==> config.mk <==
export PLATFORM = sky130hd
export DESIGN_NAME = pipelined_extender
export DESIGN_NICKNAME = d
export VERILOG_FILES = /design/src/rtl/pipelined_extender.sv
export SDC_FILE = /design/constraint.sdc
export NUM_CORES = 1
export LEC_CHECK = 0
export CAP_MARGIN = 20
export CORE_UTILIZATION = 40
export CTS_CLUSTER_DIAMETER = 80
export DETAILED_ROUTE_END_ITERATION = 6
export PLACE_DENSITY = 0.74
export SYNTH_ARGS = -nofsm -noshare
export SYNTH_HDL_FRONTEND = slang
export SYNTH_SLANG_ARGS = --single-unit
==> constraint.sdc <==
create_clock -name clk -period 3.6 [get_ports clk]
set_clock_uncertainty 0.15 [all_clocks]
set_input_delay 0.72 -clock clk [delete_from_list [all_inputs] [get_ports clk]]
set_output_delay 0.72 -clock clk [all_outputs]
set_load 0.03 [all_outputs]
==> src/rtl/pipelined_extender.sv <==
// Registered immediate-extension unit (zero / sign / shifted-zero) with a main + skid output buffer.
// Optional accept counter on stat_count when PIPELINED_EXTENDER_STATS_EN is defined.
module pipelined_extender #(
  parameter int IN_LENGTH  = 9,
  parameter int OUT_LENGTH = 64,
  parameter int SHIFT_STEP = 16,
  parameter int HW_BITS    = 2
) (
  input  logic                  clk,
  input  logic                  reset,
  input  logic                  in_valid,
  output logic                  in_ready,
  input  logic [IN_LENGTH-1:0]  in_data,
  input  logic [1:0]            in_mode,
  input  logic [HW_BITS-1:0]    in_hw,
  output logic                  out_valid,
  input  logic                  out_ready,
  output logic [OUT_LENGTH-1:0] out_data,
  output logic                  out_err,
  output logic [31:0]           stat_count
);

  function automatic logic [OUT_LENGTH-1:0] zero_ext(input logic [IN_LENGTH-1:0] d);
    return {{(OUT_LENGTH-IN_LENGTH){1'b0}}, d};
  endfunction

  function automatic logic [OUT_LENGTH-1:0] sign_ext(input logic signed [IN_LENGTH-1:0] d);
    logic signed [OUT_LENGTH-1:0] r;
    r = OUT_LENGTH'(d);
    return r;
  endfunction

  // Placement past the top of the word yields zero rather than a wrapped shift.
  function automatic logic [OUT_LENGTH-1:0] shift_ext(input logic [IN_LENGTH-1:0] d,
                                                      input logic [HW_BITS-1:0] hw);
    int sh;
    sh = int'(hw) * SHIFT_STEP;
    if (sh >= OUT_LENGTH) return '0;
    return zero_ext(d) << sh;
  endfunction

  // Stage p0: combinational extension of the offered immediate
  logic [OUT_LENGTH-1:0] ext_p0;
  logic                  err_p0;

  always_comb begin
    ext_p0 = '0;
    err_p0 = 1'b0;
    case (in_mode)
      2'd0:    ext_p0 = zero_ext(in_data);
      2'd1:    ext_p0 = sign_ext(in_data);
      2'd2:    ext_p0 = shift_ext(in_data, in_hw);
      default: begin
        ext_p0 = zero_ext(in_data);
        err_p0 = 1'b1;
      end
    endcase
  end

  // Stage p1: main output register plus skid register
  logic                  vld_p1;
  logic [OUT_LENGTH-1:0] data_p1;
  logic                  err_p1;
  logic                  skid_vld_p1;
  logic [OUT_LENGTH-1:0] skid_data_p1;
  logic                  skid_err_p1;
  logic                  rdy_p1;

  logic accept, xfer, main_load, skid_load, skid_pop, skid_vld_next;

  assign accept        = in_valid & rdy_p1;
  assign xfer          = vld_p1 & out_ready;
  assign main_load     = accept & (~vld_p1 | xfer);
  assign skid_load     = accept & vld_p1 & ~xfer;
  assign skid_pop      = skid_vld_p1 & xfer;
  assign skid_vld_next = skid_load | (skid_vld_p1 & ~skid_pop);

  always_ff @(posedge clk or posedge reset) begin
    if (reset) begin
      vld_p1      <= 1'b0;
      data_p1     <= '0;
      err_p1      <= 1'b0;
      skid_vld_p1 <= 1'b0;
      rdy_p1      <= 1'b0;
    end else begin
      rdy_p1      <= ~skid_vld_next;
      skid_vld_p1 <= skid_vld_next;
      if (skid_pop) begin
        vld_p1  <= 1'b1;
        data_p1 <= skid_data_p1;
        err_p1  <= skid_err_p1;
      end else if (main_load) begin
        vld_p1  <= 1'b1;
        data_p1 <= ext_p0;
        err_p1  <= err_p0;
      end else if (xfer) begin
        vld_p1 <= 1'b0;
      end
    end
  end

  // Skid payload is only meaningful while skid_vld_p1 is set, so it carries no reset.
  always_ff @(posedge clk) begin
    if (skid_load) begin
      skid_data_p1 <= ext_p0;
      skid_err_p1  <= err_p0;
    end
  end

  assign in_ready  = rdy_p1;
  assign out_valid = vld_p1;
  assign out_data  = data_p1;
  assign out_err   = err_p1;

`ifdef PIPELINED_EXTENDER_STATS_EN
  logic [31:0] stat_p1;

  always_ff @(posedge clk or posedge reset) begin
    if (reset) begin
      stat_p1 <= 32'h0;
    end else if (accept) begin
      stat_p1 <= stat_p1 + 32'd1;
    end
  end

  assign stat_count = stat_p1;
`else
  assign stat_count = 32'h0;
`endif

endmodule

==> results of run 1 <==
[layer usage]
layer  vias up  share of wire  global-route usage
li1       1261              -                   -
met1      1330           0.44               0.237
met2       146           0.48               0.277
met3         0          0.079              0.0520
met4         0              0              0.0390
met5         -              0                   0
[worst register-to-register path, cell delays in order, from the launching register on]
cell and delay (ns):
dfrtp_1 0.54, nor2b_1 0.20, buf_4 0.29, or2_0 0.69, a221o_2 0.29
[cells in the final DEF (no fill, tap or decap), types with 2 or more instances in the layout]
cell | netlist | routed
bufinv_16 | 0 | 3
ha_1 | 3 | 3
a221o_2 | 9 | 9
a31oi_1 | 22 | 22
inv_1 | 29 | 29
and2_1 | 24 | 24
clkbuf_8 | 0 | 10
clkdlybuf4s50_1 | 0 | 83
conb_1 | 1 | 32
a21oi_1 | 2 | 2
buf_4 | 59 | 6
a41oi_1 | 2 | 2
dfrtp_1 | 41 | 41
a221o_1 | 5 | 5
o21ai_0 | 24 | 24
nor2b_1 | 6 | 5
and3b_1 | 2 | 2
nand2_1 | 30 | 30
edfxtp_1 | 38 | 38
o21a_1 | 2 | 2
a21o_1 | 2 | 2
o211ai_1 | 24 | 24
[per-stage QoR]
stage | utilization | hold slack (ns)
finish | 0.511 | 0.321
floorplan | - | 0.293
global placement | 0.485 | 0.297
global route | 0.511 | 0.339
CTS | 0.511 | 0.324
detailed placement | 0.485 | 0.304
[cell usage after synthesis, types with 2 or more instances]
master,n
nand2_1,30
a41oi_1,2
clkbuf_1,13
buf_6,2
buf_1,2
ha_1,3
o211ai_1,24
dfrtp_1,41
a221o_2,9
and2_1,24
buf_4,59
and3b_1,2
o21ai_0,24
a221o_1,5
a21oi_1,2
inv_1,29
buf_2,5
a31oi_1,22
nor2b_1,6
edfxtp_1,38
o21a_1,2
a21o_1,2
[cells by family after synthesis]
| family | Yosys count | synth area share |
|---|---|---|
| other | 1 | 0.000958 |
| adder cells (fa/ha/maj) | 3 | 0.00959 |
| buffers and inverters | 110 | 0.168 |
| flip-flops | 79 | 0.554 |
| AND/OR/NAND/NOR | 68 | 0.0918 |
| AO/OA/AOI/OAI | 95 | 0.176 |
[sequential cells by signal, indices dropped and copies added (netlist names)]
| name | count |
|---|---|
| in_ready | 1 |
| out_data | 37 |
| out_err | 1 |
| out_valid | 1 |
| skid_data_p1 | 37 |
| skid_err_p1 | 1 |
| skid_vld_p1 | 1 |
[final cells by class]
| cell class | instances | share of cell area |
|---|---|---|
| sequential | 79 | 0.452 |
| multi-input combinational | 198 | 0.253 |
| timing repair buffer | 90 | 0.187 |
| tap | 129 | 0.0337 |
| clock buffer | 10 | 0.0287 |
| inverter | 29 | 0.0227 |
| clock inverter | 6 | 0.0224 |
[report_power, final]
part           internal, uW  switching [uW]  total (uW)  leakage, uW
clock network           477             319         796     0.000124
logic                   837            1270        2110      0.00103
registers              1230             196        1420     0.000892
total                  2540            1780        4330      0.00205
[worst paths after layout]
path	from	endpoint	slack, ns
hold / removal	skid_data_p1[21]	out_data[21]	0.32
max in group asynchronous	reset	out_data[56]	2.27
hold reg to reg	skid_data_p1[21]	out_data[21]	0.32
setup / recovery	out_data[62]	out_data[43]	0.74
min in group asynchronous	reset	out_data[39]	0.65
setup reg to reg	out_valid	out_data[1]	1.38
==> run metrics, run 1 <==
status complete, no violations; global-route wire length before repair between 10 and 15 mm; Placed Instances about 530; initial antenna violation count 0; Synth area leader edfxtp_1; worst hold stages 2; pin count of the biggest net entering global routing 42; Routability Congestion a little under 0.8; Top-Level Pins approximately 120; DRT iter0 DRCs ~220; vias roughly 2700; Power Total ~4300 uW; total routed wirelength 8.34 mm; TritonCTS sink count 79; nature of the critical path endpoint primary output; P_leak a little over 0.002 uW; die height slightly above 100 um; Max VDD drop around 0.00038 V; fin area approximately 0.0048 sq mm; synthesized area 0.00391 sq mm; clk_lat worst skew about 0.34 ns; CTS tree done; Post-synth EDFFs 38; clk slew on worst S/H paths 0.08 ns; final setup violation count 0; Critical Path Fanout Max 29; yosys warns 0; drt wl/cell approximately 15 um; startpoint types register; final setup TNS 0 ns; ANT nets after route 0; Clock Path Buffers 2; Max-Cap Viols 0; Inserted Clock Buffers 9; delay-heaviest family, CP flip-flops; # rows 35; ranking of synthesized cells by area edfxtp_1 29%, dfrtp_1 26%, buf_4 11%; Clock Tree Root clkbuf_8; Post-CTS Setup Repair Bufs 0; vias in the first global route 2560; Tcrit/Tclk final 0.793; Synth Instances between 300 and 400; crit path time final 2.86 ns; Yosys reg bits 79; Core Area 0.00937 sq mm; 1st-pass router iterations 5; FILL cells 854; Worst EP required between 2 and 3 ns; worst r2r path cells 4; hold crit path type reg -> reg; post_cts resized 0; P&R area growth vs syn 22.5%; cts-stage hold buffer count 0; layout cells sized above 1 0.0825; Seq/Total Area, Yosys 0.554; average vias per placed instance about 5.1; Tot GR Track Use 0.175; Congestion Overflow GR 0; htree depth 3; unrepaired setup endpoints after global routing no; Placed Area about 0.0045 sq mm; CP cell instances clkdlybuf4s50_1; Unique masters post-synth 32; IO Port Bufs 83; Initial Util 0.418; final hold viol count 0; WP depth 1; Non-Filler Instances ~540; transition time of the tightest slew-check pin 0.907 ns; Slowest cell on crit path dfrtp_1; main flop type after synthesis dfrtp_1; DRC Markers 0; crit-path max cell delay roughly 0.83 ns; Crit Path Category reg -> out; final net count between 400 and 500; Slew Viols, Final 0; Rel. slew slack 0.395; ys async rst share 0.519; WP buf/inv 1; FMAX between 300 and 400 MHz; Setup WS post-layout roughly 0.74 ns; Die Area between 0.01 and 0.015 sq mm; share of the synthesized area in the top cell type 0.292; # diodes 0; Placement Setup Slack between 0.7 and 0.8 ns; dpl hpwl 5.59 mm; Power Density roughly 900 mW/mm^2; Die Span X roughly 100 um; syn avg cell area 11.0 sq um; multi-input logic area 0.00121 sq mm; Critical Path AT 1.99 ns; register area around 0.0022 sq mm
(Power assumes the default switching activity.)
==> run 2, diff against run 1 <==
Clock period 3.6 ns to 2.7 ns, I/O delays scaled along.
==> run metrics, run 2 (synthesis gave the netlist of run 1 again) <==
status complete, no violations; Critical Path AT ~1.7 ns; Rel. slew slack 0.431; Die Area about 0.010 sq mm; TritonCTS sink count between 70 and 80; average vias per placed instance between 5 and 6; Hold Slack ~0.32 ns; Post-CTS Setup Repair Bufs 0; drt wl/cell ~15 um; # rows 35; Routability Congestion about 0.79; global-route wire length before repair 13.3 mm; P&R area growth vs syn 22.0%; nature of the critical path endpoint primary output; utilization after layout 0.509; DRC Markers 0; final setup TNS 0 ns; Power Density around 1200 mW/mm^2; Die Span X a little over 100 um; Clock Tree Root clkbuf_8; most common cell after layout, fill and taps aside clkdlybuf4s50_1; crit-path max cell delay slightly above 0.7 ns; layout cells sized above 1 0.0913; clk slew on worst S/H paths 0.08 ns; cts-stage hold buffer count 0; final hold viol count 0; Tot GR Track Use 0.171; FMAX 417 MHz; transition time of the tightest slew-check pin between 0.8 and 0.9 ns; clk_lat worst skew 0.35 ns; Slew Viols, Final 0; vias 2745; dpl hpwl 5.78 mm; Worst EP required 2.01 ns; Tcrit/Tclk final 0.888; Max-Cap Viols 0; pin count of the biggest net entering global routing 42; startpoint types register; Critical Path Fanout Max 28; htree depth 3; final net count ~430; CTS tree done; Placement Setup Slack 0.0243 ns; Inserted Clock Buffers 9; ANT nets after route 0; initial antenna violation count 0; Max VDD drop about 0.0005 V; Clock Path Buffers 2; total routed wirelength 8.22 mm; DRT iter0 DRCs 151; Congestion Overflow GR 0; # diodes 0; die height 101 um; Top-Level Pins 116; Initial Util 0.418; final setup violation count 0; post_cts resized 0; IO Port Bufs 83; Slowest cell on crit path clkdlybuf4s50_1; 1st-pass router iterations 4; hold crit path type reg -> reg; most frequent cells in the layout 83 x clkdlybuf4s50_1, 41 x dfrtp_1, 38 x edfxtp_1, 32 x conb_1, 30 x nand2_1; crit path time final about 2.4 ns; unrepaired setup endpoints after global routing no; WP buf/inv 2; Core Area ~0.0094 sq mm; P_leak 0.00204 uW; CP cell instances buf_4 -> clkdlybuf4s50_1; Crit Path Category reg -> out; vias in the first global route about 2600; delay-heaviest family, CP buffers and inverters; Setup WS post-layout just over 0.3 ns
run 2: changes by cell type in the layout (fill, tap and decap cells not counted):
cell / change
buf_4: +4
bufinv_16: -2
clkbuf_1: +1
clkbuf_8: -1
clkinv_1: -1
clkinv_4: +1
clkinvlp_4: +1
inv_6: +1
run 2: worst reg2reg max path: cells and delay by family, from the launching register on:
family	cells	cell delay (ns)
simple gates	2	0.93
flops	1	0.53
compound gates	1	0.29
run 2: final timing paths:
path                                        from            to  slack (ns)  cells past startpoint
worst min-delay path            skid_data_p1[38]  out_data[38]        0.32                      2
worst max register to register         out_valid   out_data[7]        0.74                      3
worst max-delay path                out_data[62]  out_data[62]        0.30                      2
worst min register to register  skid_data_p1[38]  out_data[38]        0.32                      2
max in group asynchronous                  reset  out_data[37]        1.57                      3
min in group asynchronous                  reset  out_data[22]        0.47                      3
run 2: routing by layer:
layer / vias to the layer above / share of wire / global-route usage
met5: - / 0 / 0
met4: 0 / 0.014 / 0.0747
met3: 12 / 0.072 / 0.0347
met2: 131 / 0.48 / 0.290
met1: 1329 / 0.43 / 0.212
li1: 1273 / - / -
run 2: through the flow:
stage               power, uW  std cells  instance area, sq um
floorplan                3840        387                  4040
global placement         4700        529                  4580
detailed placement       4740        529                  4580
CTS                      5620        545                  4770
global route             5860        545                  4770
finish                   5580        545                  4770
run 2: cell type report:
class                   count  area [sq um]
well taps                 129           161
repair buffers             94           926
multi-input cells         198          1210
clock inverters             6          68.8
fillers                   825          4600
flip-flops and latches     79          2170
clock buffers              10           128
inverters                  29           109
run 2: where the power goes:
group          total, uW  leakage [uW]  internal [uW]  switching (uW)
Clock                878     0.0000968            432             446
Combinational       2850       0.00105           1130            1730
Sequential          1850      0.000892           1640             213
